===== config.mk =====
export PLATFORM = sky130hd
export DESIGN_NAME = lin_frame_sched
export DESIGN_NICKNAME = d
export VERILOG_FILES = /design/src/rtl/lin_pkg.sv /design/src/rtl/lin_sched_table.sv /design/src/rtl/lin_frame_sched.sv
export SDC_FILE = /design/constraint.sdc
export NUM_CORES = 1
export LEC_CHECK = 0
export ABC_AREA = 1
export BUFFER_PORTS_ARGS = -buffer_cell sky130_fd_sc_hd__buf_2
export CORE_ASPECT_RATIO = 1.4
export CORE_MARGIN = 2
export CORE_UTILIZATION = 50
export CTS_CLUSTER_DIAMETER = 150
export DETAILED_ROUTE_END_ITERATION = 6
export PLACE_DENSITY = 0.81
export SKIP_CTS_REPAIR_TIMING = 1
export SYNTH_ARGS = -nofsm -noshare
export SYNTH_HDL_FRONTEND = slang
export SYNTH_SLANG_ARGS = --single-unit

===== constraint.sdc =====
create_clock -name sys_clk -period 1.85 [get_ports sys_clk]
set_input_delay 0.185 -clock sys_clk [delete_from_list [all_inputs] [get_ports sys_clk]]
set_output_delay 0.185 -clock sys_clk [all_outputs]
set_load 0.05 [all_outputs]

===== src/rtl/lin_pkg.sv =====
`default_nettype none
// ============================================================================
//  Module  : lin_pkg
//  Desc    : Shared types and constants for the LIN schedule-table controller.
//  Rev     : 1.0  initial release
// ============================================================================
package lin_pkg;

    localparam int LIN_PID_W   = 6;
    localparam int LIN_LEN_W   = 4;
    localparam int LIN_MAX_LEN = 8;

    typedef enum logic [2:0] {
        S_IDLE   = 3'd0,
        S_SCAN   = 3'd1,
        S_HEADER = 3'd2,
        S_RESP   = 3'd3,
        S_IFS    = 3'd4,
        S_DONE   = 3'd5
    } sched_state_e;

    typedef struct packed {
        logic [LIN_PID_W-1:0] pid;
        logic [LIN_LEN_W-1:0] len;
    } lin_slot_t;

    // LIN responses carry at most eight data bytes.
    function automatic logic [LIN_LEN_W-1:0] sat_len(input logic [LIN_LEN_W-1:0] len);
        return (len > LIN_LEN_W'(LIN_MAX_LEN)) ? LIN_LEN_W'(LIN_MAX_LEN) : len;
    endfunction

endpackage
`default_nettype wire


===== src/rtl/lin_sched_table.sv =====
`default_nettype none
// ============================================================================
//  Module  : lin_sched_table
//  Desc    : Schedule slot register file; synchronous write, combinational read.
//  Rev     : 1.0  initial release
// ============================================================================
module lin_sched_table
    import lin_pkg::*;
#(
    parameter  int NUM_SLOTS = 8,
    localparam int AW        = $clog2(NUM_SLOTS)
) (
    input  logic                 sys_clk,
    input  logic                 rst,
    input  logic                 we,
    input  logic [AW-1:0]        wr_addr,
    input  logic [LIN_PID_W-1:0] wr_pid,
    input  logic [LIN_LEN_W-1:0] wr_len,
    input  logic [AW-1:0]        rd_addr,
    output lin_slot_t            rd_slot
);

    lin_slot_t r_slots [NUM_SLOTS];

    always_ff @(posedge sys_clk) begin
        if (rst) begin
            for (int i = 0; i < NUM_SLOTS; i++) begin
                r_slots[i] <= '0;
            end
        end else if (we) begin
            r_slots[wr_addr] <= lin_slot_t'{pid: wr_pid, len: sat_len(wr_len)};
        end
    end

    assign rd_slot = r_slots[rd_addr];

endmodule
`default_nettype wire


===== src/rtl/lin_frame_sched.sv =====
`default_nettype none
// ============================================================================
//  Module  : lin_frame_sched
//  Desc    : LIN schedule-table walker with inter-frame space and frame counts.
//            Define LIN_SCHED_TIMEOUT_EN to add response-timeout detection.
//  Rev     : 1.0  initial release
// ============================================================================
module lin_frame_sched
    import lin_pkg::*;
#(
    parameter  int NUM_SLOTS      = 8,
    parameter  int IFS_W          = 8,
    parameter  int CNT_W          = 16,
    parameter  int TIMEOUT_CYCLES = 2048,
    localparam int AW             = $clog2(NUM_SLOTS)
) (
    input  logic                 sys_clk,
    input  logic                 rst,
    input  logic                 en,
    input  logic                 mode,
    input  logic [IFS_W-1:0]     ifs_cycles,
    input  logic                 tbl_we,
    input  logic [AW-1:0]        tbl_addr,
    input  logic [LIN_PID_W-1:0] tbl_pid,
    input  logic [LIN_LEN_W-1:0] tbl_len,
    output logic                 comm_start,
    output logic [LIN_PID_W-1:0] comm_pid,
    output logic [LIN_LEN_W-1:0] resp_len,
    input  logic                 comm_tx_done,
    input  logic                 resp_tx_done,
    output logic [AW-1:0]        slot_idx,
    output logic                 sched_busy,
    output logic                 sched_done,
    output logic [CNT_W-1:0]     frame_cnt,
    output logic [CNT_W-1:0]     err_cnt,
    output logic                 resp_timeout
);

    localparam logic [AW-1:0] c_LAST_SLOT = AW'(NUM_SLOTS - 1);

    sched_state_e         r_state;
    logic [IFS_W-1:0]     r_ifs_cnt;
    logic                 r_comm_start;
    logic [LIN_PID_W-1:0] r_comm_pid;
    logic [LIN_LEN_W-1:0] r_resp_len;
    logic [AW-1:0]        r_slot_idx;
    logic                 r_busy;
    logic                 r_done;
    logic [CNT_W-1:0]     r_frame_cnt;
    lin_slot_t            w_slot;
    logic                 w_resp_end;

    lin_sched_table #(
        .NUM_SLOTS (NUM_SLOTS)
    ) u_table (
        .sys_clk (sys_clk),
        .rst     (rst),
        .we      (tbl_we),
        .wr_addr (tbl_addr),
        .wr_pid  (tbl_pid),
        .wr_len  (tbl_len),
        .rd_addr (r_slot_idx),
        .rd_slot (w_slot)
    );

`ifdef LIN_SCHED_TIMEOUT_EN
    localparam int c_TO_W = $clog2(TIMEOUT_CYCLES + 1);

    logic [c_TO_W-1:0] r_to_cnt;
    logic              r_timeout;
    logic [CNT_W-1:0]  r_err_cnt;
    logic              w_to_hit;

    // A response arriving on the expiry cycle wins over the timeout.
    assign w_to_hit = (r_state == S_RESP) && !resp_tx_done &&
                      (r_to_cnt == c_TO_W'(TIMEOUT_CYCLES - 1));

    always_ff @(posedge sys_clk) begin
        if (rst) begin
            r_to_cnt  <= '0;
            r_timeout <= 1'b0;
            r_err_cnt <= '0;
        end else begin
            r_timeout <= w_to_hit;
            r_to_cnt  <= (r_state == S_RESP) ? r_to_cnt + c_TO_W'(1) : '0;
            if (w_to_hit && (r_err_cnt != '1)) begin
                r_err_cnt <= r_err_cnt + CNT_W'(1);
            end
        end
    end

    assign w_resp_end   = resp_tx_done || w_to_hit;
    assign resp_timeout = r_timeout;
    assign err_cnt      = r_err_cnt;
`else
    assign w_resp_end   = resp_tx_done;
    assign resp_timeout = 1'b0;
    assign err_cnt      = '0;
`endif

    always_ff @(posedge sys_clk) begin
        if (rst) begin
            r_state      <= S_IDLE;
            r_ifs_cnt    <= '0;
            r_comm_start <= 1'b0;
            r_comm_pid   <= '0;
            r_resp_len   <= '0;
            r_slot_idx   <= '0;
            r_busy       <= 1'b0;
            r_done       <= 1'b0;
            r_frame_cnt  <= '0;
        end else begin
            r_comm_start <= 1'b0;
            case (r_state)
                S_IDLE: begin
                    r_slot_idx <= '0;
                    if (en) begin
                        r_state <= S_SCAN;
                        r_busy  <= 1'b1;
                    end
                end
                S_SCAN: begin
                    if (!en) begin
                        r_state    <= S_IDLE;
                        r_busy     <= 1'b0;
                        r_slot_idx <= '0;
                    end else if (w_slot.len != '0) begin
                        r_comm_pid   <= w_slot.pid;
                        r_resp_len   <= w_slot.len;
                        r_comm_start <= 1'b1;
                        r_state      <= S_HEADER;
                    end else if (r_slot_idx != c_LAST_SLOT) begin
                        r_slot_idx <= r_slot_idx + AW'(1);
                    end else if (mode) begin
                        r_state <= S_DONE;
                        r_busy  <= 1'b0;
                        r_done  <= 1'b1;
                    end else begin
                        r_slot_idx <= '0;
                    end
                end
                S_HEADER: begin
                    if (comm_tx_done) begin
                        r_state <= S_RESP;
                    end
                end
                S_RESP: begin
                    if (w_resp_end) begin
                        if (resp_tx_done) begin
                            r_frame_cnt <= r_frame_cnt + CNT_W'(1);
                        end
                        r_ifs_cnt <= ifs_cycles;
                        r_state   <= S_IFS;
                    end
                end
                S_IFS: begin
                    // A loaded count of zero expires together with a count of one.
                    if (r_ifs_cnt < IFS_W'(2)) begin
                        if (!en) begin
                            r_state    <= S_IDLE;
                            r_busy     <= 1'b0;
                            r_slot_idx <= '0;
                        end else if (r_slot_idx != c_LAST_SLOT) begin
                            r_slot_idx <= r_slot_idx + AW'(1);
                            r_state    <= S_SCAN;
                        end else if (mode) begin
                            r_state <= S_DONE;
                            r_busy  <= 1'b0;
                            r_done  <= 1'b1;
                        end else begin
                            r_slot_idx <= '0;
                            r_state    <= S_SCAN;
                        end
                    end else begin
                        r_ifs_cnt <= r_ifs_cnt - IFS_W'(1);
                    end
                end
                S_DONE: begin
                    if (!en) begin
                        r_state    <= S_IDLE;
                        r_done     <= 1'b0;
                        r_slot_idx <= '0;
                    end
                end
                default: begin
                    r_state <= S_IDLE;
                    r_busy  <= 1'b0;
                    r_done  <= 1'b0;
                end
            endcase
        end
    end

    assign comm_start = r_comm_start;
    assign comm_pid   = r_comm_pid;
    assign resp_len   = r_resp_len;
    assign slot_idx   = r_slot_idx;
    assign sched_busy = r_busy;
    assign sched_done = r_done;
    assign frame_cnt  = r_frame_cnt;

endmodule
`default_nettype wire

==> reports/metrics.cfg <==
[outcome]
status = complete, but fails checks
violations = DRC

[clock_tree]
cts_tree = built
clock_latency_ps = 420
cts_buffers = 17
cts.sinks = 126
clockRootBuffer = clkbuf_16
clkTransAtPathRegs_ps = 60
cts-htree-levels = 4
clk_path_buf_depth = 2

[finish]
num-fill-cells = 1002
area_delta_synth_final_pct = 19.7
drive_gt1_frac = 0.191
final_util = 0.615
diodes = 0
final_cells = 974
nets = 846

[grt]
antenna_found_initial = 0
grt_max_degree = 35
grt_use_total = 0.228
grt_pass1_wl_um = 23400
grt_pass1_vias = 4869
grt-ovfl-total = 0

[worst_setup_path]
cp_num_buf_inv = 2
critical_path.top_delay_family = simple AND/OR/NAND/NOR gates
cp_data_required_time_ps = 2160
endpoint_kind = flop
cpPeakStageDelay_ps = 340
critPathLaunch = r_state[2]
cp-start-kind = flop
worstSetupPathType = reg -> reg
crit_chain = inv_4 > nand2_4 > nor3_4 > nand4_2 > or2_4 > nor2_4 > buf_4 > a21oi_1 > o21a_1
arrival_ps = 2130
critPathSlowestCell = dfxtp_2
reg2reg_from = r_state[2]
cp_max_fo = 5

[timing]
max-slew-margin-rel = 0.659
rsz0062_at_grt = yes
hold_violations = 0
clock-skew-final_ps = 9.66
timing.final.crit_share = 0.980
slew_viol_final = 0
worstMarginPinSlew_ps = 510
fmax_mhz = 552
period_minus_slack_ps = 1810
setup_viol = 0

[logic_synthesis]
synthMostInstantiatedCell = nor2_1
synth_edf_count = 80
synthCells = 735
synthTopCellsByArea = edfxtp_1 39%, dfxtp_1 15%, nor2_1 9.8%
synth_top_flop_cell = edfxtp_1
synth_cell_types = 38
yosys_warnings = 0
synth-seq-cells = 126
synth_top_cell_by_area = edfxtp_1
ys_seq_area_frac = 0.544
yosys-top-cells-count = 159 x nor2_1, 143 x nand2_1, 80 x edfxtp_1
postSynthAreaPerCell_um2 = 8.31
syn_area_um2 = 6100
synthArstFlopShare = 0
synth_top_area_frac = 0.394

[place]
gp_congestion = 0.910
dp_cells = 936
portBuffers = 59
hpwlAfterDp_um = 10000

[floorplan]
coreArea_um2 = 11900
die_x_um = 97.4
num_rows = 47
start_util = 0.514
dieArea_um2 = 13100
pin_count = 77
fp.dieH_um = 135

[worst_hold_path]
hp-class = in -> reg
worstHoldStart = ifs_cycles[3]

[detailed_routing]
wl_um = 15000
wl_per_cell_um = 15.4
drc = 7
avgViaCountPerCell = 5.30
vias = 5163
ant_nets = 0
drt-pass1-iter-count = 7
dr.first_iter.drc_count = 418

[power_and_ir_drop]
power.total_mw = 8.72
ir_worst_vdd_mv = 0.699
power.leakage_nw = 3.20
p_per_area_nw_per_um2 = 1190

[run]
maxCapViolations = 0

-- logic make-up (layout without fill, tap and decap cells) --
group	Yosys count	in the layout	share of synthesized area
AOI/OAI and AO/OA	102	102	0.0920
xor gates and xnor gates	7	7	0.0100
adders and majority gates	4	4	0.00820
buffers and inverters	128	204	0.0926
DFF	126	126	0.544
other	1	17	0.000614
and+or+nand+nor	367	367	0.252
-- cell usage in the layout (no fill, tap or decap), types with 3 or more instances in the layout --
cell	n
dfxtp_1	42
inv_1	74
ha_1	4
buf_2	59
nand3_1	37
a211oi_1	5
nand2_1	139
nor2_1	158
a31oi_1	5
conb_1	17
a21oi_1	26
clkbuf_16	17
inv_6	8
xor2_1	5
dfxtp_2	4
nand2_2	8
nand4_1	4
o22ai_1	12
inv_2	3
o21ai_0	40
nor3_1	4
buf_4	31
bufinv_16	3
o21ai_1	7
edfxtp_1	80
nor2_4	8
-- area by class of cell --
| type | instances | area, µm² | area share |
|---|---|---|---|
| Sequential cell | 126 | 3330 | 0.456 |
| Clock inverter | 15 | 196 | 0.0269 |
| Tap cell | 147 | 184 | 0.0252 |
| Inverter | 82 | 317 | 0.0433 |
| Multi-Input combinational cell | 497 | 2330 | 0.318 |
| Timing Repair Buffer | 90 | 528 | 0.0723 |
| Clock buffer | 17 | 425 | 0.0582 |
-- routing by layer --
layer,routed length (µm),vias up,track usage
li1,-,2520,-
met1,5690,2417,0.251
met2,8040,188,0.423
met3,785,38,0.0404
met4,481,0,0.112
met5,0,-,0
-- sequential cells by signal (all words and copies together), names as in the netlist, named ones only --
name,flops
u_table.r_slots,80
frame_cnt,16
r_ifs_cnt,8
comm_pid,6
resp_len,4
r_state,3
slot_idx,3
comm_start,1
sched_busy,1
sched_done,1
-- power breakdown --
| part | leakage (nW) | total, mW | internal [mW] | switching, mW |
|---|---|---|---|---|
| Clock | 0.303 | 3.53 | 2.16 | 1.36 |
| Sequential | 1.14 | 3.37 | 3.23 | 0.142 |
| Combinational | 1.76 | 1.82 | 0.530 | 1.29 |
| Total | 3.20 | 8.72 | 5.92 | 2.80 |
-- stage by stage --
stage               worst slack (ps)  instance area, µm²  hold slack (ps)  TNS, ps
finish                          37.7                7300             38.6        0
global route                    -107                7300             58.2     -507
CTS                             47.4                7200             29.6        0
detailed placement               120                6570              472        0
global placement                32.6                6570              465        0
floorplan                       10.8                6160              346        0
-- final timing paths --
kind                         to  slack, ps  cells past startpoint
setup / recovery  frame_cnt[11]         40                      9
hold / removal     r_ifs_cnt[3]         40                      3
setup reg to reg  frame_cnt[11]         40                      9
hold reg to reg      sched_done        480                      2
-- worst register-to-register path, delay by kind of cell, from the launching register on --
| kind | cells | cell delay [ps] |
|---|---|---|
| flip-flops | 1 | 340 |
| buffers and inverters | 2 | 200 |
| AND/OR/NAND/NOR | 5 | 1020 |
| AO/OA/AOI/OAI | 2 | 150 |
Note: power is estimated with default switching activity, not from simulation.
